File: config.mk
export PLATFORM = sky130hd
export DESIGN_NAME = pampy_bytecode_fetch_flat
export DESIGN_NICKNAME = d
export VERILOG_FILES = /design/src/rtl/pampy_bytecode_fetch_if.sv /design/src/rtl/pampy_bytecode_fetch.sv /design/src/flat_wrapper.sv
export SDC_FILE = /design/constraint.sdc
export NUM_CORES = 1
export LEC_CHECK = 0
export BUFFER_PORTS_ARGS = -buffer_cell sky130_fd_sc_hd__buf_4
export CAP_MARGIN = 20
export CORE_ASPECT_RATIO = 1.2
export CORE_MARGIN = 4
export CORE_UTILIZATION = 46
export DETAILED_ROUTE_END_ITERATION = 12
export GPL_ROUTABILITY_DRIVEN = 0
export GPL_TIMING_DRIVEN = 0
export PLACE_DENSITY = 0.75
export RECOVER_POWER = 25
export SETUP_SLACK_MARGIN = 0.1
export SLEW_MARGIN = 20
export SYNTH_ARGS = -nofsm -noshare
export SYNTH_HDL_FRONTEND = slang
export SYNTH_SLANG_ARGS = --single-unit
File: constraint.sdc
create_clock -name general_clk -period 1.65 [get_ports general_clk]
set_input_delay 0.4125 -clock general_clk [delete_from_list [all_inputs] [get_ports general_clk]]
set_output_delay 0.4125 -clock general_clk [all_outputs]
set_load 0.01 [all_outputs]
File: src/rtl/pampy_bytecode_fetch_if.sv
// Fetch-unit bus for pamPy: program-memory read port, instruction handshake to the
// datapath, regJump redirect and FSM state visibility. master = fetch unit.
interface pampy_bytecode_fetch_if #(
    parameter int DATA_WIDTH = 8,
    parameter int ADDR_WIDTH = 12,
    parameter int ULA_WIDTH  = 24
);
    logic                  fetch_en;
    logic                  mem_rd_en;
    logic [ADDR_WIDTH-1:0] mem_addr;
    logic [DATA_WIDTH-1:0] mem_rdata;
    logic                  instr_valid;
    logic                  instr_ready;
    logic [DATA_WIDTH-1:0] instr_opcode;
    logic [ULA_WIDTH-1:0]  instr_arg;
    logic [ADDR_WIDTH-1:0] instr_pc;
    logic                  jump_en;
    logic [ADDR_WIDTH-1:0] jump_addr;
    logic [1:0]            dbg_state;

    modport master (
        input  fetch_en, mem_rdata, instr_ready, jump_en, jump_addr,
        output mem_rd_en, mem_addr, instr_valid, instr_opcode, instr_arg, instr_pc,
               dbg_state
    );

    modport slave (
        output fetch_en, mem_rdata, instr_ready, jump_en, jump_addr,
        input  mem_rd_en, mem_addr, instr_valid, instr_opcode, instr_arg, instr_pc,
               dbg_state
    );
endinterface

File: src/rtl/pampy_bytecode_fetch.sv
// pamPy wordcode fetch: reads opcode/argument byte pairs and hands {opcode, arg, pc}
// to the datapath. Define PAMPY_EXTARG_EN to fold EXTENDED_ARG (144) prefixes.
module pampy_bytecode_fetch #(
    parameter int DATA_WIDTH = 8,
    parameter int ADDR_WIDTH = 12,
    parameter int ULA_WIDTH  = 24,
    parameter int RESET_PC   = 0
) (
    input logic                      general_clk,
    input logic                      general_reset,
    pampy_bytecode_fetch_if.master   bus
);

    // Handshake: instr_valid rises with stable {opcode, arg, pc} and holds them until
    // a cycle with instr_ready=1 (transfer at that edge); jump_en overrides everything.
    localparam logic [1:0] S_OP   = 2'd0;
    localparam logic [1:0] S_ARG  = 2'd1;
    localparam logic [1:0] S_CAP  = 2'd2;
    localparam logic [1:0] S_HOLD = 2'd3;

    localparam logic [DATA_WIDTH-1:0] OP_EXTENDED_ARG = DATA_WIDTH'(144);
    localparam logic [ADDR_WIDTH-1:0] PC_RESET        = ADDR_WIDTH'(RESET_PC);

    logic [1:0]            state_q,  state_d;
    logic [ADDR_WIDTH-1:0] pc_q,     pc_d;
    logic [DATA_WIDTH-1:0] op_q,     op_d;
    logic [ADDR_WIDTH-1:0] op_pc_q,  op_pc_d;
    logic                  valid_q,  valid_d;
    logic [DATA_WIDTH-1:0] opcode_q, opcode_d;
    logic [ULA_WIDTH-1:0]  arg_q,    arg_d;
    logic [ADDR_WIDTH-1:0] ipc_q,    ipc_d;
    logic                  rd_req;
    logic                  is_prefix;
    logic [ULA_WIDTH-1:0]  arg_folded;

`ifdef PAMPY_EXTARG_EN
    logic [ULA_WIDTH-1:0]  ext_acc_q, ext_acc_d;
    assign is_prefix = (op_q == OP_EXTENDED_ARG);
`else
    logic [ULA_WIDTH-1:0]  ext_acc_q;
    assign ext_acc_q = '0;
    assign is_prefix = 1'b0;
`endif

    // Older prefix bytes shift out of the top once ULA_WIDTH is exceeded.
    assign arg_folded = ULA_WIDTH'({ext_acc_q, bus.mem_rdata});

    always_comb begin
        state_d  = state_q;
        pc_d     = pc_q;
        op_d     = op_q;
        op_pc_d  = op_pc_q;
        valid_d  = valid_q;
        opcode_d = opcode_q;
        arg_d    = arg_q;
        ipc_d    = ipc_q;
        rd_req   = 1'b0;
`ifdef PAMPY_EXTARG_EN
        ext_acc_d = ext_acc_q;
`endif
        if (bus.jump_en) begin
            pc_d    = bus.jump_addr;
            state_d = S_OP;
            valid_d = 1'b0;
`ifdef PAMPY_EXTARG_EN
            ext_acc_d = '0;
`endif
        end else begin
            case (state_q)
                S_OP: begin
                    if (bus.fetch_en) begin
                        rd_req  = 1'b1;
                        pc_d    = pc_q + ADDR_WIDTH'(1);
                        op_pc_d = pc_q;
                        state_d = S_ARG;
                    end
                end
                S_ARG: begin
                    rd_req  = 1'b1;
                    op_d    = bus.mem_rdata;
                    pc_d    = pc_q + ADDR_WIDTH'(1);
                    state_d = S_CAP;
                end
                S_CAP: begin
                    if (is_prefix) begin
`ifdef PAMPY_EXTARG_EN
                        ext_acc_d = arg_folded;
`endif
                        state_d = S_OP;
                    end else begin
                        opcode_d = op_q;
                        arg_d    = arg_folded;
                        ipc_d    = op_pc_q;
                        valid_d  = 1'b1;
`ifdef PAMPY_EXTARG_EN
                        ext_acc_d = '0;
`endif
                        state_d  = S_HOLD;
                    end
                end
                S_HOLD: begin
                    if (bus.instr_ready) begin
                        valid_d = 1'b0;
                        state_d = S_OP;
                    end
                end
                default: state_d = S_OP;
            endcase
        end
    end

    always_ff @(posedge general_clk or negedge general_reset) begin
        if (!general_reset) begin
            state_q  <= S_OP;
            pc_q     <= PC_RESET;
            op_q     <= '0;
            op_pc_q  <= '0;
            valid_q  <= 1'b0;
            opcode_q <= '0;
            arg_q    <= '0;
            ipc_q    <= '0;
        end else begin
            state_q  <= state_d;
            pc_q     <= pc_d;
            op_q     <= op_d;
            op_pc_q  <= op_pc_d;
            valid_q  <= valid_d;
            opcode_q <= opcode_d;
            arg_q    <= arg_d;
            ipc_q    <= ipc_d;
        end
    end

`ifdef PAMPY_EXTARG_EN
    always_ff @(posedge general_clk or negedge general_reset) begin
        if (!general_reset) begin
            ext_acc_q <= '0;
        end else begin
            ext_acc_q <= ext_acc_d;
        end
    end
`endif

    // rd_req is already clear on a jump; gating with reset keeps memory idle in reset.
    assign bus.mem_rd_en    = rd_req & general_reset;
    assign bus.mem_addr     = pc_q;
    assign bus.instr_valid  = valid_q;
    assign bus.instr_opcode = opcode_q;
    assign bus.instr_arg    = arg_q;
    assign bus.instr_pc     = ipc_q;
    assign bus.dbg_state    = state_q;

endmodule
File: src/flat_wrapper.sv
// flat-port wrapper written by rule: the top's interface ports become plain ports
module pampy_bytecode_fetch_flat 
#(
    parameter int DATA_WIDTH = 8,
    parameter int ADDR_WIDTH = 12,
    parameter int ULA_WIDTH  = 24,
    parameter int RESET_PC   = 0
)
  (general_clk, general_reset, bus_fetch_en, bus_mem_rdata, bus_instr_ready, bus_jump_en, bus_jump_addr, bus_mem_rd_en, bus_mem_addr, bus_instr_valid, bus_instr_opcode, bus_instr_arg, bus_instr_pc, bus_dbg_state);
  pampy_bytecode_fetch_if #(.DATA_WIDTH(DATA_WIDTH), .ADDR_WIDTH(ADDR_WIDTH), .ULA_WIDTH(ULA_WIDTH)) bus_i ();
  input logic general_clk;
  input logic general_reset;
  input wire logic [$bits(bus_i.fetch_en)-1:0] bus_fetch_en;
  input wire logic [$bits(bus_i.mem_rdata)-1:0] bus_mem_rdata;
  input wire logic [$bits(bus_i.instr_ready)-1:0] bus_instr_ready;
  input wire logic [$bits(bus_i.jump_en)-1:0] bus_jump_en;
  input wire logic [$bits(bus_i.jump_addr)-1:0] bus_jump_addr;
  output wire logic [$bits(bus_i.mem_rd_en)-1:0] bus_mem_rd_en;
  output wire logic [$bits(bus_i.mem_addr)-1:0] bus_mem_addr;
  output wire logic [$bits(bus_i.instr_valid)-1:0] bus_instr_valid;
  output wire logic [$bits(bus_i.instr_opcode)-1:0] bus_instr_opcode;
  output wire logic [$bits(bus_i.instr_arg)-1:0] bus_instr_arg;
  output wire logic [$bits(bus_i.instr_pc)-1:0] bus_instr_pc;
  output wire logic [$bits(bus_i.dbg_state)-1:0] bus_dbg_state;
  assign bus_i.fetch_en = bus_fetch_en;
  assign bus_i.mem_rdata = bus_mem_rdata;
  assign bus_i.instr_ready = bus_instr_ready;
  assign bus_i.jump_en = bus_jump_en;
  assign bus_i.jump_addr = bus_jump_addr;
  assign bus_mem_rd_en = bus_i.mem_rd_en;
  assign bus_mem_addr = bus_i.mem_addr;
  assign bus_instr_valid = bus_i.instr_valid;
  assign bus_instr_opcode = bus_i.instr_opcode;
  assign bus_instr_arg = bus_i.instr_arg;
  assign bus_instr_pc = bus_i.instr_pc;
  assign bus_dbg_state = bus_i.dbg_state;
  pampy_bytecode_fetch #(.DATA_WIDTH(DATA_WIDTH), .ADDR_WIDTH(ADDR_WIDTH), .ULA_WIDTH(ULA_WIDTH), .RESET_PC(RESET_PC)) u_core (.general_clk(general_clk), .general_reset(general_reset), .bus(bus_i));
endmodule
==> impl_metrics.json <==
{
  "final_util": 0.6863,
  "slew_viol_final": 0,
  "wl_mm": 6.311,
  "cp.arrival_ns": 1.48,
  "clk_pin_slew_ns": 0.08,
  "max-vdd-ir-drop_v": 0.0009377,
  "area_delta_synth_final_pct": 45.00,
  "n_antenna_cell": 0,
  "timing.fmax_mhz": 528.2,
  "p_comb_frac": 0.404,
  "power_mw": 6.699,
  "yosysUniqueCellTypes": 33,
  "synth_warnings": 0,
  "fp.dieH_um": 94.44,
  "power_frac_clock": 0.206,
  "yosys.area.top_type_share": 0.5505,
  "synth_area_leader_cell": "dfrtp_1",
  "wl_per_cell_um": 15.28,
  "ctsHtreeMaxLevel": 3,
  "post-route-period-util": 1.147,
  "grt_use_total": 0.1738,
  "critPathCaptureType": "output pin",
  "remaining_drc_errors": 0,
  "path_max_fanout": 3,
  "port_buffers": 68,
  "tightest_slew_ns": 0.5643,
  "swShare": 0.3093,
  "status": "finished with violations",
  "syn_avg_cell_area_um2": 13.45,
  "start_util": 0.4733,
  "cap_viol_max_count": 0,
  "fp.dieW_um": 80.03,
  "power_density_nw_per_um2": 1613,
  "hold_path_class": "primary input to asynchronous set/reset pin",
  "clock-sinks": 63,
  "yosysSeqAreaShare": 0.5505,
  "grt_max_degree": 65,
  "fin_ws_ns": -0.2432,
  "netlist_area_um2": 2864,
  "via_count": 1979,
  "viasPerCell": 4.792,
  "cts_buffers": 9,
  "final_nets": 357,
  "synth_cells": 213,
  "worstPathRequired_ns": 1.24,
  "drt-pass1-iter-count": 3,
  "antenna_left": 0,
  "start_kind": "flop",
  "cts_tree": "built",
  "ios": 85,
  "clk_path_buf_depth": 2,
  "p_leak_nw": 2.001,
  "rsz0062_at_grt": "true",
  "hold_violations": 0,
  "relSlewSlack": 0.6238,
  "violations": "setup timing",
  "rows": 31,
  "ys_ff_latch": 63,
  "grt_pass1_vias": 2049,
  "core_area_um2": 6051,
  "grt.overflow.total": 0,
  "intPower_mw": 4.627,
  "grt_pass1_wl_mm": 9.942,
  "clock_latency_ns": 0.34,
  "root_buffer": "clkbuf_8",
  "drive_gt1_frac": 0.5952,
  "path_class": "flop to output pin",
  "fin_tns_setup_ns": -3.624,
  "dpl.hpwl_mm": 4.147,
  "synth_area_leaders": "dfrtp_1 (55%), mux2_2 (18%), buf_4 (5.2%)",
  "drt_iter0_drc": 109,
  "cts.hold.buffers_added": 0,
  "seqPwrFrac": 0.391,
  "antenna_found_initial": 0,
  "setup_viol": 39,
  "die_area_um2": 7558,
  "skew_ns": 0.01013,
  "period_minus_slack_ns": 1.893,
  "switchingPower_mw": 2.072
}
## final timing paths
kind / slack, ns / start / cells past startpoint / endpoint
min in group general_clk: 0.29 / bus_jump_addr[4] / 3 / u_core.bus.mem_addr[4]$_DFFE_PN0P_
worst max-delay path: -0.24 / u_core.bus.dbg_state[0]$_DFFE_PN0P_ / 5 / bus_mem_rd_en
worst max register to register: -0.15 / u_core.bus.dbg_state[0]$_DFFE_PN0P_ / 8 / u_core.bus.mem_addr[8]$_DFFE_PN0P_
worst min register to register: 0.49 / u_core.op_pc_q[4]$_DFFE_PN0P_ / 1 / u_core.op_pc_q[4]$_DFFE_PN0P_
worst min-delay path: 0.04 / general_reset / 1 / u_core.bus.mem_addr[11]$_DFFE_PN0P_
max in group asynchronous: 1.20 / general_reset / 1 / u_core.bus.dbg_state[1]$_DFFE_PN0P_
## power by group through the flow
stage	logic (mW)	clock network, mW	registers, mW
floorplan	1.11	0	2.73
global placement	2.16	0	2.60
detailed placement	2.21	0	2.64
CTS	2.55	1.41	2.61
global route	2.92	1.48	2.71
finish	2.70	1.38	2.62
## timing repair
action / in CTS / in global routing
gates resized for setup: 24 / 12
cloned: 3 / 1
pin swaps: 5 / 2
hold endpoints to repair: 0 / 0
buffers inserted: 10 / 5
setup endpoints to repair: 46 / 60
## cell type report
cell class / instances / area, µm²
multi-input cells: 135 / 1255
repair buffers: 87 / 759.5
fillers: 445 / 1898
well taps: 82 / 102.6
clock buffers: 11 / 151.4
flip-flops and latches: 63 / 1579
plain buffers: 26 / 229.0
inverters: 4 / 20.02
clock inverters: 5 / 56.30
## stage by stage
step           worst slack (ns)  hold slack [ns]  instances  instance area, µm²
2_1_floorplan           0.03564           0.1169        228                2947
3_3_place_gp            -0.3035           0.4708        378                3560
3_5_place_dp            -0.3238           0.4788        378                3560
4_1_cts                 -0.2375          0.07110        407                4026
5_1_grt                 -0.2759          0.09449        413                4153
6_report                -0.2432          0.04107        413                4153
## cell usage in the layout, fill, tap and decap left out, types with 3 or more instances in the layout
cell / n
nand4_1: 4
xor2_1: 7
buf_6: 4
mux2_2: 45
ha_4: 4
buf_4: 97
and2_1: 3
xnor2_1: 3
nor2_1: 3
conb_1: 16
buf_8: 5
nand2_1: 10
dfrtp_1: 61
o21ai_1: 7
mux2_4: 4
clkbuf_8: 11
## synth_stat cells
| cell | instances |
|---|---|
| nor2b_1 | 3 |
| mux2i_1 | 2 |
| xor2_1 | 7 |
| conb_1 | 1 |
| ha_1 | 6 |
| o22ai_1 | 1 |
| and2_1 | 3 |
| clkbuf_1 | 2 |
| dfrtp_1 | 63 |
| nand4_1 | 4 |
| buf_2 | 2 |
| nor3b_1 | 1 |
| o21ai_0 | 2 |
| nand3b_4 | 1 |
| o21ai_1 | 7 |
| xnor2_1 | 4 |
| and4_1 | 2 |
| nand4_4 | 1 |
| a22oi_1 | 1 |
| inv_1 | 4 |
| a221o_1 | 1 |
| mux2_1 | 4 |
| nor3_1 | 1 |
| buf_4 | 20 |
| buf_6 | 2 |
| mux2_2 | 46 |
| mux2_4 | 1 |
| and3_1 | 2 |
| nand2_1 | 11 |
| a31oi_1 | 1 |
| nand3_1 | 2 |
| nor2_1 | 3 |
| nand4_2 | 2 |
## flip-flops by register name, indices dropped and copies added, names as in the netlist
register / cells
u_core.bus.mem_addr: 12
u_core.bus.instr_pc: 12
u_core.bus.dbg_state: 2
u_core.bus.instr_opcode: 8
u_core.bus.instr_valid: 1
u_core.op_pc_q: 12
u_core.op_q: 8
u_core.bus.instr_arg: 8
## per-layer routing
layer  global-route usage  up-vias  part of all wire
met3              0.03912       11             0.055
met4              0.07606        0             0.019
li1                     -      933                 -
met5                    0        -                 0
met1               0.2193      973              0.43
met2               0.2852       62              0.50
## cell families after synthesis
| group | count (synthesis) | synth area share |
|---|---|---|
| other | 1 | 0.001309 |
| DFF | 63 | 0.5505 |
| AOI/OAI and AO/OA | 13 | 0.02622 |
| xor gates and xnor gates | 11 | 0.03364 |
| buffers and inverters | 30 | 0.07164 |
| adders and majority gates | 6 | 0.02621 |
| muxes | 53 | 0.2088 |
| and+or+nand+nor | 36 | 0.08169 |
## worst max-delay path, cell delays in order, from the launching register on
cell	delay [ns]
dfrtp_2	0.45
inv_4	0.09
ha_4	0.14
a31oi_4	0.08
nor3b_2	0.21
buf_4	0.16
Note: power is estimated with default switching activity, not from simulation.
